<file path="src/rtl/sub32_serial_if.sv">
// Operand/result bundle for the serial subtractor.
// The master drives the operation request; the slave returns registered results.
interface sub32_serial_if;
  logic        start;
  logic [31:0] a;
  logic [31:0] b;
  logic        bi;
  logic [31:0] d;
  logic        bo;
  logic        zf;
  logic        of;
  logic        busy;
  logic        done;

  modport master (
    output start, a, b, bi,
    input  d, bo, zf, of, busy, done
  );

  modport slave (
    input  start, a, b, bi,
    output d, bo, zf, of, busy, done
  );
endinterface

</file>
<file path="src/rtl/sub32_serial.sv">
// 32-bit subtractor that walks SLICE bits per cycle, least-significant slice first.
// Results and flags are committed together, so partial differences never reach d.
module sub32_serial #(
  parameter int SLICE = 4
) (
  input  logic           clk,
  input  logic           rst,
  sub32_serial_if.slave  bus
);

  localparam int NSLICE = 32 / SLICE;
  localparam int CW     = $clog2(NSLICE);

  if (!(SLICE == 1 || SLICE == 2 || SLICE == 4 || SLICE == 8)) begin : g_bad_slice
    $error("sub32_serial: SLICE must be 1, 2, 4 or 8");
  end

  typedef enum logic [1:0] {
    IDLE = 2'd0,
    RUN  = 2'd1,
    DONE = 2'd2
  } state_t;

  state_t          state;
  state_t          state_next;
  logic [CW-1:0]   cnt;
  logic [31:0]     a_q;
  logic [31:0]     b_q;
  logic            borrow;
  logic [31:0]     res;

  logic [31:0]     d_q;
  logic            bo_q;
  logic            zf_q;
  logic            of_q;
  logic            done_q;

  logic [5:0]      base;
  logic [SLICE-1:0] a_slice;
  logic [SLICE-1:0] b_slice;
  logic [SLICE:0]  slice_diff;
  logic [31:0]     res_next;
  logic            last;
  logic            of_next;

  assign last = (cnt == CW'(NSLICE - 1));

  // One slice of the borrow chain; the top bit of slice_diff is the outgoing borrow.
  always_comb begin
    base       = 6'(int'(cnt) * SLICE);
    a_slice    = a_q[base +: SLICE];
    b_slice    = b_q[base +: SLICE];
    slice_diff = {1'b0, a_slice} - {1'b0, b_slice} - {{SLICE{1'b0}}, borrow};
    res_next   = res;
    res_next[base +: SLICE] = slice_diff[SLICE-1:0];
    of_next    = (a_q[31] != b_q[31]) && (res_next[31] != a_q[31]);
  end

  always_comb begin
    state_next = state;
    case (state)
      IDLE:    if (bus.start) state_next = RUN;
      RUN:     if (last)      state_next = DONE;
      DONE:                   state_next = IDLE;
      default:                state_next = IDLE;
    endcase
  end

  // done is registered off the DONE state, so it trails the result commit by one edge.
  always_ff @(posedge clk) begin
    if (rst) begin
      state  <= IDLE;
      cnt    <= '0;
      a_q    <= '0;
      b_q    <= '0;
      borrow <= 1'b0;
      res    <= '0;
      d_q    <= '0;
      bo_q   <= 1'b0;
      zf_q   <= 1'b0;
      of_q   <= 1'b0;
      done_q <= 1'b0;
    end else begin
      state  <= state_next;
      done_q <= (state == DONE);
      case (state)
        IDLE: begin
          if (bus.start) begin
            a_q    <= bus.a;
            b_q    <= bus.b;
            borrow <= bus.bi;
            cnt    <= '0;
            res    <= '0;
          end
        end
        RUN: begin
          res    <= res_next;
          borrow <= slice_diff[SLICE];
          cnt    <= cnt + 1'b1;
          if (last) begin
            d_q  <= res_next;
            bo_q <= slice_diff[SLICE];
            zf_q <= (res_next == 32'd0);
            of_q <= of_next;
          end
        end
        default: ;
      endcase
    end
  end

  assign bus.d    = d_q;
  assign bus.bo   = bo_q;
  assign bus.zf   = zf_q;
  assign bus.of   = of_q;
  assign bus.done = done_q;
  assign bus.busy = (state != IDLE);

endmodule
</file>
<file path="src/flat_wrapper.sv">
// flat-port wrapper written by rule: the top's interface ports become plain ports
module sub32_serial_flat 
#(
  parameter int SLICE = 4
)
  (clk, rst, bus_start, bus_a, bus_b, bus_bi, bus_d, bus_bo, bus_zf, bus_of, bus_busy, bus_done);
  sub32_serial_if bus_i ();
  input  logic clk;
  input  logic rst;
  input wire logic [$bits(bus_i.start)-1:0] bus_start;
  input wire logic [$bits(bus_i.a)-1:0] bus_a;
  input wire logic [$bits(bus_i.b)-1:0] bus_b;
  input wire logic [$bits(bus_i.bi)-1:0] bus_bi;
  output wire logic [$bits(bus_i.d)-1:0] bus_d;
  output wire logic [$bits(bus_i.bo)-1:0] bus_bo;
  output wire logic [$bits(bus_i.zf)-1:0] bus_zf;
  output wire logic [$bits(bus_i.of)-1:0] bus_of;
  output wire logic [$bits(bus_i.busy)-1:0] bus_busy;
  output wire logic [$bits(bus_i.done)-1:0] bus_done;
  assign bus_i.start = bus_start;
  assign bus_i.a = bus_a;
  assign bus_i.b = bus_b;
  assign bus_i.bi = bus_bi;
  assign bus_d = bus_i.d;
  assign bus_bo = bus_i.bo;
  assign bus_zf = bus_i.zf;
  assign bus_of = bus_i.of;
  assign bus_busy = bus_i.busy;
  assign bus_done = bus_i.done;
  sub32_serial #(.SLICE(SLICE)) u_core (.clk(clk), .rst(rst), .bus(bus_i));
endmodule
</file>
<file path="config.mk">
export PLATFORM = sky130hd
export DESIGN_NAME = sub32_serial_flat
export DESIGN_NICKNAME = d
export VERILOG_FILES = /design/src/rtl/sub32_serial_if.sv /design/src/rtl/sub32_serial.sv /design/src/flat_wrapper.sv
export SDC_FILE = /design/constraint.sdc
export NUM_CORES = 1
export LEC_CHECK = 0
export CAP_MARGIN = 15
export CORE_MARGIN = 8
export CORE_UTILIZATION = 53
export DETAILED_ROUTE_END_ITERATION = 16
export PLACE_DENSITY_LB_ADDON = 0.3
export SYNTH_ARGS = -nofsm -noshare
export SYNTH_HDL_FRONTEND = slang
export SYNTH_SLANG_ARGS = --single-unit
</file>
<file path="constraint.sdc">
create_clock -name clk -period 4.8 [get_ports clk]
set_clock_uncertainty 0.15 [all_clocks]
set_input_delay 0.96 -clock clk [delete_from_list [all_inputs] [get_ports clk]]
set_output_delay 0.96 -clock clk [all_outputs]
set_load 0.01 [all_outputs]
</file>
== Yosys cells after proc, flatten, opt, wreduce, memory -nomap -nowiden ==
Cells that the tools add are included.

* Register bits after elaboration: 138
* Output and inout port bits: 37
* Logic and storage cells: 45

* Add/subtract/negate cells: 4
* Equality and inequality tests: 7
* Shifts and indexed selects: 4
* Mux-type cells: 10
* Reductions and logical operators: 9

{| class="wikitable"
|+ Operators with widths
! kind !! count
|-
| 32-bit case mux with 2 select lines || 1
|-
| 32-bit by 6-bit indexed part select with 4-bit output || 2
|-
| 32-bit bitwise mux || 1
|-
| 32-bit logical NOT || 1
|-
| 32-bit 2-to-1 mux || 1
|-
| 4-bit by 8-bit variable shift with 32-bit output, first input constant || 1
|-
| 4-bit by 8-bit indexed part select with 32-bit output || 1
|-
| 5-bit negation with 8-bit output || 1
|-
| 2-bit AND reduction || 4
|-
| 3-bit case mux with 2 select lines || 1
|-
| 4-bit by 4-bit subtractor with 5-bit output || 1
|-
| 5-bit by 1-bit subtractor with 5-bit output || 1
|-
| 2-bit 2-to-1 mux || 2
|-
| 2-bit case mux with 2 select lines || 1
|-
| 2-bit nonzero test || 2
|-
| 3-bit by 1-bit adder with 3-bit output, second input constant || 1
|-
| 3-bit == test, second input constant || 1
|-
| 3-bit 2-to-1 mux || 1
|-
| 2-bit by 1-bit == test with 1-bit output, second input constant || 1
|-
| 2-bit == test, second input constant || 1
|-
| 2-bit logical NOT || 1
|-
| 1-bit inequality test || 2
|-
| 2-bit by 1-bit inequality test with 1-bit output, second input constant || 1
|-
| 2-bit inequality test, second input constant || 1
|-
| other kinds (3) || 3
|}

== Depth between registers and ports, before layout ==
Gate-level depths: netlist of run 1.

* Depth after elaboration: 7
* Gate-level depth with buffers: 15

== Worst setup path before layout of run 1 ==
No wires, ideal clock.

* Kind: register to register
* From: register u_core.cnt[0]
* To: register u_core.zf_q (netlist: u_core.bus.zf)
* Library setup time: 57 ps
* Arrival time: 3,686 ps
* Data required time: 4,593 ps
* Setup slack: 906 ps
* Stages on the path, launching flop included: 16
* Buffers on the path: 4
* Period minus slack after synthesis: 3,894 ps
* Cells stage by stage: dfxtp_1 > buf_2 > buf_4 > buf_2 > mux4_2 > mux2i_1 > fa_1 > inv_1 > fa_1 > clkbuf_1 > inv_1 > mux2i_1 > o2111ai_1 > nor4_1 > and4_1 > a31o_2

* Longest elaborated chain between the ends: 6
* Elaborated cells between the ends (all ways): 11

{| class="wikitable"
|+ RTL lines
! element !! RTL line !! RTL
|-
| from (decl) || sub32_serial.sv:26 || <nowiki>logic [CW-1:0] cnt;</nowiki>
|-
| from (signal assigned) || sub32_serial.sv:99 || <nowiki>cnt <= cnt + 1'b1;</nowiki>
|-
| 32-bit by 6-bit indexed part select with 4-bit output (on tied branches) || sub32_serial.sv:51, sub32_serial.sv:52 ||
|-
| 4-bit by 4-bit subtractor with 5-bit output || sub32_serial.sv:53 || <nowiki>slice_diff = {1'b0, a_slice} - {1'b0, b_slice} - {{SLICE{1'b0}}, borrow};</nowiki>
|-
| 5-bit by 1-bit subtractor with 5-bit output || sub32_serial.sv:53 ||
|-
| 4-bit by 8-bit indexed part select with 32-bit output || sub32_serial.sv:55 || <nowiki>res_next[base +: SLICE] = slice_diff[SLICE-1:0];</nowiki>
|-
| 32-bit bitwise mux || sub32_serial.sv:55 ||
|-
| 32-bit logical NOT || sub32_serial.sv:103 || <nowiki>zf_q <= (res_next == 32'd0);</nowiki>
|-
| to (signal assigned) || sub32_serial.sv:103 ||
|-
| to (decl) || sub32_serial.sv:34 || <nowiki>logic zf_q;</nowiki>
|}

Parallel ways exist; a longest one is shown, timed or not.
A chain may end at the register's enable or synchronous reset.

== Worst setup path after layout of run 1 ==
Same ends and word-level chain as after synthesis.

==> results, run 1 <==
- The flow ran to the end, and the final reports show no timing, DRC or antenna violations.
- The number of cells in the finished layout apart from fillers is 1,002.
- The critical path startpoint category is a flop.
- The class of the worst hold path is reg -> reg.
- The overflow left after global routing is 0.
- Of the cells placed in the final design, the portion with a size suffix greater than 1 is 0.0889.
- In the final routed layout, each cell accounts on average for about 18 um.
- Of the total power, combinational logic draws 0.143.
- For met3 alone, demand over resource in global routing was 0.0612.
- The maximum ir drop on the vdd rail is 0.207 mV.
- After global routing, the most crowded layer is met2.
- Buffers inserted during clock tree synthesis total 17.
- The library cells used most frequently in the layout, excluding fill and tap cells, are sky130_fd_sc_hd__nand2_1 (176), sky130_fd_sc_hd__dfxtp_1 (138), sky130_fd_sc_hd__clkdlybuf4s50_1 (103).
- The adder-cell share of the synthesized area is 0.0221.
- Along the worst path, the maximum fanout reaches 12.
- The weighted congestion reported at the end of routability-driven placement is 0.919.
- Of the total power, the share spent switching nets is 0.252.
- The final net count is 920.
- Dividing the synthesized area by the synthesized cell count gives 8.26 um^2.
- The final count of hold timing violations is 0.
- For this run, design rule violations remaining after detail routing come to 0.
- The arrival time of the worst setup path is 4.24 ns.
- By area, the combinational part of the netlist is dominated by simple AND/OR/NAND/NOR gates.
- The number of antenna diodes in the final layout is 0.
- The count of flip-flops with a built-in enable after synthesis is 0.
- The number of global-route vias before repair was 5,896.
- The portion of total power attributed to the clock network is 0.470.
- The row count is 40.
- Setup violations remaining at the end of the flow were counted as 0.
- Buffers inserted to repair hold after CTS numbered 0.
- The Yosys warning count is 0.
- For this run, global-route usage on met2 was measured as 0.370.
- Of the post-synthesis cell area, the dominant cell type holds 0.436.
- The highest achievable clock rate is 248 MHz.
- The type of element capturing the critical path is a flop.
- The signed area change from the synthesized netlist to the final layout is 27.5%.
- The number of iterations in the first detailed-routing pass is 5.
- The number of placed instances, taps included, is 970.
- The required time of the critical path is 5.01 ns.
- Setup repair after global routing left no endpoint under its margin.
- The sequential fraction of the synthesis area is 0.436.
- The die is roughly 130 um tall.
- Before CTS, the worst setup slack after placement is 0.802 ns.
- The total number of vias is 5,924.
- The leading cell type in the layout, fill and taps excluded is sky130_fd_sc_hd__nand2_1.
- After synthesis, the cell types taking the most area are sky130_fd_sc_hd__dfxtp_1 (44%), sky130_fd_sc_hd__nand2_1 (10%), sky130_fd_sc_hd__a21oi_1 (6.7%).
- For this run, asynchronously set or reset flops after synthesis account for 0.
- The port buffer count is 104.
- In this run the clock root is driven by a sky130_fd_sc_hd__clkbuf_16.
- The total wirelength of the detailed-routed design is 17,600 um.
- The total number of H-tree levels is 4.
- Once the clock tree was built, the setup fixing pass inserted 0 buffers.
- The post-DP HPWL is 12,200 um.
- The final total negative setup slack is 0 ns.
- After detailed routing, the number of vias per cell comes to 5.91.
- The share of power burned in registers is 0.387.
- The number of resized instances in the post-cts repair step is 0.
- The number of maximum-capacitance constraint violations is 0.
- Synthesis produced a netlist with a net count of 845.
- TritonCTS built the clock tree.
- The mux contribution to synthesized area is 0.0928.
- The clock slew seen by the registers of the worst setup and hold paths is approximately 0.060 ns.
- The initial utilization of the core area, before any placement, comes to 0.534.
- The final setup slack of the worst path is 0.774 ns.
- The met1 track demand over resource in global routing is 0.267.
- The number of top-level design ports is 105.
- The largest total area in the synthesized netlist belongs to sky130_fd_sc_hd__dfxtp_1.
- The worst slew margin relative to its limit is 0.234.
- The xor/xnor cell area share of the yosys netlist is 0.00671.
- In this run, synthesis produced a sequential element count of 138.
- The final period demand of the worst path is 4.03 ns.
- The synthesized cell area is about 6300 um^2.
- The final max-slew violation count is 0.
- The initial antenna violation count is 0.
- The die span in x is 125 um.
- In this run the deepest clock path goes through 2 buffers.
- In the finished design, the share of the clock period the worst path needs comes to 0.839.
- The ratio of total power to cell area is 387 nW/um^2.
- The internal portion of the total power is 2.34 mW.
- The static power due to leakage is approximately 2.9 nW.
- The filler cell count in the final layout is 973.
- The final core area utilization is 0.681.
- Of the total synthesized cell area, the portion taken by AND, OR, NAND and NOR gates is 0.213.
- The global-route wire length before repair is 28,800 um.
- The prevailing post-synth register cell is sky130_fd_sc_hd__dfxtp_1.
- The total chip power is approximately 3.1 mW.
- The core region is 11,900 um^2.
- The detail route stage leaves a number of antenna-violating nets equal to 0.
- The distinct cell type count after synthesis is between 60 and 70.
- The pin count of the biggest net entering global routing is 85.
- For the pin with the worst max-slew slack, the measured transition is 1.15 ns.
- The analysis attributes to net switching a power of roughly 800 uW.
- The compound-gate portion of the synthesized area was 0.180.
- By startpoint and endpoint, the worst setup path is classified as reg -> reg.
- Synthesis handed over a netlist of 767 instances.
- In the global route stage, overall resource usage came out at 0.225.
- The clock insertion delay at the later pin of the skew report is 0.42 ns.
- For this design, the sink count on the clock tree is 138.
- The area of the die is ~16,000 um^2.
- The initial detailed-routing violation count is 548.
==> critical path: stages (launching register included) <==
cell and delay, ns:
sky130_fd_sc_hd__dfxtp_1 0.59, sky130_fd_sc_hd__buf_4 0.33, sky130_fd_sc_hd__mux4_2 0.52, sky130_fd_sc_hd__nand2_1 0.08
sky130_fd_sc_hd__nand2_1 0.09, sky130_fd_sc_hd__fa_1 0.40, sky130_fd_sc_hd__inv_1 0.10, sky130_fd_sc_hd__fa_1 0.25
sky130_fd_sc_hd__xor2_1 0.34, sky130_fd_sc_hd__nor3_1 0.12, sky130_fd_sc_hd__mux2_2 0.33, sky130_fd_sc_hd__nor4_1 0.29
sky130_fd_sc_hd__and4_1 0.23, sky130_fd_sc_hd__a31o_2 0.15
==> state kept, by name (all words and copies together) (netlist names) <==
register / flops
u_core.bus.zf: 1
u_core.bus.done: 1
u_core.state: 2
u_core.cnt: 3
u_core.a_q: 32
u_core.borrow: 1
u_core.res: 32
u_core.b_q: 32
u_core.bus.of: 1
u_core.bus.d: 32
u_core.bus.bo: 1
==> power groups by stage <==
| stage | sequential, mW | combinational [mW] | clock (mW) |
|---|---|---|---|
| 2_1_floorplan | 1.22 | 0.288 | 0 |
| 3_3_place_gp | 1.23 | 0.427 | 0 |
| 3_5_place_dp | 1.23 | 0.438 | 0 |
| 4_1_cts | 1.21 | 0.440 | 1.48 |
| 5_1_grt | 1.21 | 0.482 | 1.53 |
| 6_report | 1.21 | 0.447 | 1.47 |
==> cells in the mapped netlist (4+ instances only) <==
cell type,n
sky130_fd_sc_hd__buf_1,7
sky130_fd_sc_hd__buf_2,8
sky130_fd_sc_hd__a311oi_1,6
sky130_fd_sc_hd__a32oi_1,11
sky130_fd_sc_hd__nor3_1,10
sky130_fd_sc_hd__dfxtp_1,138
sky130_fd_sc_hd__mux4_2,14
sky130_fd_sc_hd__inv_1,15
sky130_fd_sc_hd__ha_1,8
sky130_fd_sc_hd__a211oi_1,19
sky130_fd_sc_hd__o21ai_0,18
sky130_fd_sc_hd__nand3_1,9
sky130_fd_sc_hd__buf_4,4
sky130_fd_sc_hd__a22oi_1,16
sky130_fd_sc_hd__nor2_1,91
sky130_fd_sc_hd__clkbuf_1,42
sky130_fd_sc_hd__nand2_1,177
sky130_fd_sc_hd__a31oi_1,6
sky130_fd_sc_hd__a21oi_1,85
sky130_fd_sc_hd__mux2i_1,25
==> final timing paths <==
check	start	to	slack, ns	cells past startpoint
worst min register to register	u_core.a_q[21]$_SDFFE_PP0P_	u_core.a_q[21]$_SDFFE_PP0P_	0.31	2
worst max register to register	u_core.cnt[0]$_SDFFE_PP0P_	u_core.bus.zf$_SDFFE_PP0P_	0.77	13
worst max-delay path	u_core.cnt[0]$_SDFFE_PP0P_	u_core.bus.zf$_SDFFE_PP0P_	0.77	13
worst min-delay path	u_core.a_q[21]$_SDFFE_PP0P_	u_core.a_q[21]$_SDFFE_PP0P_	0.31	2
==> final cells by class <==
class	instances	area (um^2)	area share
clock buffer	22	484	0.0599
inverter	16	60.1	0.00743
sequential	138	2760	0.342
clock inverter	10	186	0.0231
multi-input combinational	552	3270	0.404
timing repair buffer	117	1140	0.141
tap	147	184	0.0228
==> stage by stage <==
stage	area [um^2]	hold WS, ns
floorplan	6340	0.282
global placement	7410	0.289
detailed placement	7410	0.300
CTS	8080	0.308
global route	8080	0.317
finish	8080	0.305
==> metal layers <==
layer  vias up  part of all wire  routed length, um
met3        50             0.065               1140
met2       236              0.48               8450
met1      2812              0.42               7460
met4         0             0.029                506
li1       2826                 -                  -
met5         -                 0                  0
==> cell families after synthesis <==
logic type,Yosys count
AOI/OAI and AO/OA,179
adders and majority gates,10
DFF,138
buffers and inverters,77
xor gates and xnor gates,4
and+or+nand+nor,318
muxes,41
Note: power is estimated with default switching activity, not from simulation.
==> run 2, diff against run 1 <==
--- a/config.mk
+++ b/config.mk
@@ -7,7 +7,7 @@
 export LEC_CHECK = 0
 export CAP_MARGIN = 15
 export CORE_MARGIN = 8
-export CORE_UTILIZATION = 53
+export CORE_UTILIZATION = 48
 export DETAILED_ROUTE_END_ITERATION = 16
 export PLACE_DENSITY_LB_ADDON = 0.3
 export SYNTH_ARGS = -nofsm -noshare
==> constraint.sdc (replaced) <==
create_clock -name clk -period 3.35 [get_ports clk]
set_clock_uncertainty 0.15 [all_clocks]
set_input_delay 0.67 -clock clk [delete_from_list [all_inputs] [get_ports clk]]
set_output_delay 0.67 -clock clk [all_outputs]
set_load 0.01 [all_outputs]
==> results, run 2 (same netlist as run 1, synthesis figures left out) <==
- The flow ran to the end, and the final reports show no timing, DRC or antenna violations.
- The worst hold path belongs to the class reg -> reg.
- The ratio of total power to cell area is around 530 nW/um^2.
- The die span in x is 131 um.
- Entering global routing, the biggest net connects 71 pins.
- The post-DP HPWL is 12,900 um.
- The final max-slew violation count was 0.
- Along the worst path, the maximum fanout reaches 8.
- The starting density of the core is 0.484.
- The first global-routing pass estimated 28,800 um of wire.
- For this block, the initial DRC count from the detailed router was 442.
- The maximum ir drop on the vdd rail is 0.348 mV.
- The clock root buffer is sky130_fd_sc_hd__clkbuf_16.
- The global-route total usage across every layer is 0.215.
- The H-tree was split into 4 levels.
- Data on the critical path arrives at its endpoint at 3.44 ns.
- Hold repair after CTS inserted 0 buffers.
- The number of top-level design ports is 105.
- The weighted congestion reported at the end of routability-driven placement is approximately 0.93.
- For this design, the slowest cell found on the critical path is sky130_fd_sc_hd__mux4_2.
- Summed over all layers, the routed wires come to 17,700 um.
- The number of clock sinks is between 100 and 150.
- Across the run, the number of max-cap violations was 0.
- Measured against its own limit, the worst slew margin works out to 0.533.
- Counting along the longest clock path gives a buffer depth of 2.
- The clock reaches the later pin of the worst-skew pair after 0.43 ns.
- After layout, the minimum clock period comes to 3.28 ns.
- The final count of hold timing violations came to 0.
- The stage delay of the slowest cell on the critical path is around 0.53 ns.
- Summing over every cut layer, the via total after detailed routing is 5,925.
- The worst setup path is captured at a flop.
- STA classifies the critical path startpoint as a flop.
- For this design the static power due to leakage is 2.98 nW.
- Traced cell by cell, the critical path runs through mux4_2, mux2i_2, fa_2, inv_2, fa_2, xor2_4, buf_4, nand2_2, a21oi_1, and3_1, and4_1, a31o_2.
- The via density per instance is 5.60.
- The highest achievable clock rate is between 300 and 400 MHz.
- For the pin with the worst max-slew slack, the measured transition is 0.701 ns.
- Setup repair after global routing could not meet its margin everywhere.
- The area of the die is 17,100 um^2.
- The first TritonRoute pass finished after 6 iterations.
- Input and output buffers added on the ports amount to 104.
- The fraction of layout cells with a size suffix above 1 is 0.134.
- In the routed design, unresolved DRC markers number 0.
- The family with the most delay on the worst path is multiplexers.
- The number of global-route vias before repair is 5,868.
- For the worst setup path, the data required time is 3.52 ns.
- The overflow left after global routing is 0.
- In the final routed layout, each cell accounts on average for 16.7 um.
- The vertical die dimension is 131 um.
- The antenna diode count is 0.
- The placeable core region is 13,100 um^2.
- From synthesis to final layout, the design area changed by 32.0%.
- The initial antenna violation count came to 0.
- TritonCTS built the clock tree.
- In the layout the commonest cells are sky130_fd_sc_hd__nand2_1 (175), sky130_fd_sc_hd__dfxtp_1 (136), sky130_fd_sc_hd__clkdlybuf4s50_1 (103).
- The final core area utilization is 0.639.
- Counting both buffers and inverters, the worst setup path holds a total of 2.
- Overall power consumption after layout is estimated at approximately 4.4 mW.
- The critical path is of the reg -> reg type.
- The period utilization is 0.978.
- The cell repeated most along the worst path is sky130_fd_sc_hd__fa_2.
- The residual antenna-violating net count after detailed routing is 0.
- The leading cell type in the layout, fill and taps excluded is sky130_fd_sc_hd__nand2_1.
- Clock-pin slew was measured on the worst setup and hold paths at 0.06 ns.
- The row count is 42.
- At the end of the flow, the number of nets in the layout was roughly 950.
- The final count of negative-setup-slack endpoints is 0.
- After filler insertion, the fill cell instance count of the layout stands at 1,106.
- The number of buffers inserted during clock tree synthesis is 17.
-- run 2: layout make-up --
| cell class | count | area (um^2) | share of cell area |
|---|---|---|---|
| clock inverter | 10 | 115 | 0.0138 |
| multi-input combinational | 552 | 3350 | 0.401 |
| timing repair buffer | 144 | 1360 | 0.162 |
| tap | 176 | 220 | 0.0263 |
| sequential | 138 | 2770 | 0.331 |
| inverter | 16 | 60.1 | 0.00718 |
| clock buffer | 22 | 494 | 0.0591 |
-- run 2: path summary, 6_finish.rpt --
check / slack (ns) / to / startpoint / cells past startpoint
hold / removal: 0.30 / u_core.bus.d[1]$_SDFFE_PP0P_ / u_core.bus.d[1]$_SDFFE_PP0P_ / 2
hold reg to reg: 0.30 / u_core.bus.d[1]$_SDFFE_PP0P_ / u_core.bus.d[1]$_SDFFE_PP0P_ / 2
setup / recovery: 0.07 / u_core.bus.zf$_SDFFE_PP0P_ / u_core.cnt[0]$_SDFFE_PP0P_ / 12
setup reg to reg: 0.07 / u_core.bus.zf$_SDFFE_PP0P_ / u_core.cnt[0]$_SDFFE_PP0P_ / 12
-- run 2: power breakdown --
group          switching (mW)  internal (mW)  total (mW)  leakage, nW
combinational           0.420          0.351       0.771         1.58
sequential             0.0394           1.70        1.74         1.12
clock                   0.697           1.19        1.89        0.282
-- run 2: per-stage QoR --
step	cell area [um^2]	instances	TNS [ns]	hold WS, ns	worst slack [ns]
after floorplan	6400	767	-0.0378	0.282	-0.0378
after global placement	7610	1018	-0.0599	0.293	-0.0599
after detailed placement	7610	1018	-0.469	0.296	-0.175
after CTS	8260	1052	0	0.304	0.0217
after global routing	8370	1058	-0.0268	0.325	-0.0268
final	8370	1058	0	0.301	0.0724
-- run 2: what timing repair did --
action | 4_1_cts | 5_1_grt
pin swaps | 1 | 6
setup endpoints to repair | 11 | 3
setup buffers | 2 | 6
hold endpoints to repair | 0 | 0
gates resized for setup | 4 | 9
-- run 2: worst reg2reg max path: stages, from the launching register on --
cell	delay, ns
sky130_fd_sc_hd__dfxtp_4	0.42
sky130_fd_sc_hd__mux4_2	0.53
sky130_fd_sc_hd__mux2i_2	0.22
sky130_fd_sc_hd__fa_2	0.26
sky130_fd_sc_hd__inv_2	0.05
sky130_fd_sc_hd__fa_2	0.42
sky130_fd_sc_hd__xor2_4	0.22
sky130_fd_sc_hd__buf_4	0.16
sky130_fd_sc_hd__nand2_2	0.09
sky130_fd_sc_hd__a21oi_1	0.09
sky130_fd_sc_hd__and3_1	0.19
sky130_fd_sc_hd__and4_1	0.19
sky130_fd_sc_hd__a31o_2	0.19
-- run 2: layer usage --
metal | vias to the layer above | routed length (um) | track usage
li1 | 2863 | - | -
met1 | 2758 | 7270 | 0.248
met2 | 249 | 8690 | 0.366
met3 | 55 | 1150 | 0.0544
met4 | 0 | 608 | 0.105
met5 | - | 0 | 0
==> RTL change: new RTL, settings of run 1 <==
`SLICE` is set to 4 in 2 places; all go to 8.
--- a/src/rtl/sub32_serial.sv
+++ b/src/rtl/sub32_serial.sv
@@ -1,7 +1,7 @@
 // 32-bit subtractor that walks SLICE bits per cycle, least-significant slice first.
 // Results and flags are committed together, so partial differences never reach d.
 module sub32_serial #(
-  parameter int SLICE = 4
+  parameter int SLICE = 8
 ) (
   input  logic           clk,
   input  logic           rst,
--- a/src/flat_wrapper.sv
+++ b/src/flat_wrapper.sv
@@ -1,7 +1,7 @@
 // flat-port wrapper written by rule: the top's interface ports become plain ports
 module sub32_serial_flat 
 #(
-  parameter int SLICE = 4
+  parameter int SLICE = 8
 )
   (clk, rst, bus_start, bus_a, bus_b, bus_bi, bus_d, bus_bo, bus_zf, bus_of, bus_busy, bus_done);
   sub32_serial_if bus_i ();
Function: changed (Yosys sat finds a counterexample within 10 cycles, from zero or initial values and one cycle with rst high).
==> RTL change against run 1 <==
- first-iteration DRC count is 5.3% lower
- routed wire length is 1.5% lower
- via count shrank 3.1%
- worst setup slack improved by 0.11 ns
- sequential cell count is 1 lower
- final area about the same
- total power is 5.4% higher
- synthesized area shrank 1.1%
- sequential power is essentially flat
- count of clock-buffer cells in the layout down 2
==> RTL change: results <==
{
  "viasPerCell": 5.787,
  "grt_max_degree": 72,
  "cellLeakagePower_nw": 2.956,
  "dp_slack_ns": 0.8699,
  "whs_ns": 0.2998,
  "cts.sinks": 137,
  "vdd_drop_max_mv": 0.3728,
  "grt_pass1_wl_mm": 28.57,
  "synth.top_cells.by_area": "dfxtp_1, nand2_1, a21oi_1, mux4_2, nor2_1",
  "num-nets-final": 924,
  "min_from": "u_core.a_q[24]",
  "ys_seq_area_share_pct": 43.76,
  "syn_nets": 843,
  "yosys-top-cells-count": "nand2_1, dfxtp_1, nor2_1",
  "avgSynthCellArea_um2": 8.301,
  "cp.arrival_ns": 4.13,
  "status": "completed",
  "dp.cells": 959,
  "seqPwrFrac_pct": 36.7,
  "dpl_cell_area_mm2": 0.007391,
  "wl_met3_mm": 1.047,
  "ys_types": 53,
  "dp_hpwl_mm": 11.99,
  "r2r_cells": 10,
  "grt_usage_pct": 22.26,
  "fillers": 880,
  "gp_congestion": 0.9188,
  "reg2reg_slack_ns": 0.88,
  "p_sw_share_pct": 26.51,
  "clockPowerShare_pct": 45.4,
  "drt_iter0_markers": 519,
  "dr_total_vias": 5741
}
[RTL change: how the worst max path moves through the flow]
stage,start,endpoint,cells past startpoint
3_5_place_dp,u_core.cnt[0],u_core.bus.zf,10
2_1_floorplan,u_core.cnt[0],u_core.bus.zf,12
4_1_cts,u_core.cnt[0],u_core.bus.zf,10
3_3_place_gp,u_core.cnt[0],u_core.res[30],10
5_1_grt,u_core.cnt[0],u_core.bus.zf,10
6_report,u_core.cnt[0],u_core.bus.zf,10
[RTL change: area by class of cell]
type	count	area, µm²	share of cell area, %
Clock buffer	20	456.7	5.650
Timing Repair Buffer	119	1171	14.49
Multi-Input combinational cell	531	3201	39.60
Inverter	30	112.6	1.393
Clock inverter	12	220.2	2.724
Tap cell	143	178.9	2.214
Sequential cell	137	2743	33.93
[RTL change: per-layer routing]
layer  global-route usage [%]  up-vias
li1                         -     2787
met1                    25.30     2692
met2                    37.44      214
met3                    6.426       48
met4                    10.99        0
met5                        0        -
[RTL change: critical path, stage by stage (launching register included)]
cell,delay (ns)
dfxtp_1,0.66
mux4_2,0.58
fa_1,0.43
fa_1,0.44
nand2b_1,0.18
a31o_2,0.28
a21oi_1,0.32
xnor2_1,0.20
a221oi_1,0.32
nand4_1,0.11
o21ai_0,0.16
[RTL change: logic make-up after synthesis]
logic type	count (synthesis)	synth area share, %
flip-flops	137	43.76
AND/OR/NAND/NOR	294	20.00
multiplexers	17	5.909
XOR/XNOR	8	1.118
AO/OA/AOI/OAI	192	19.73
buffers and inverters	87	5.251
adder cells (fa/ha/maj)	20	4.232
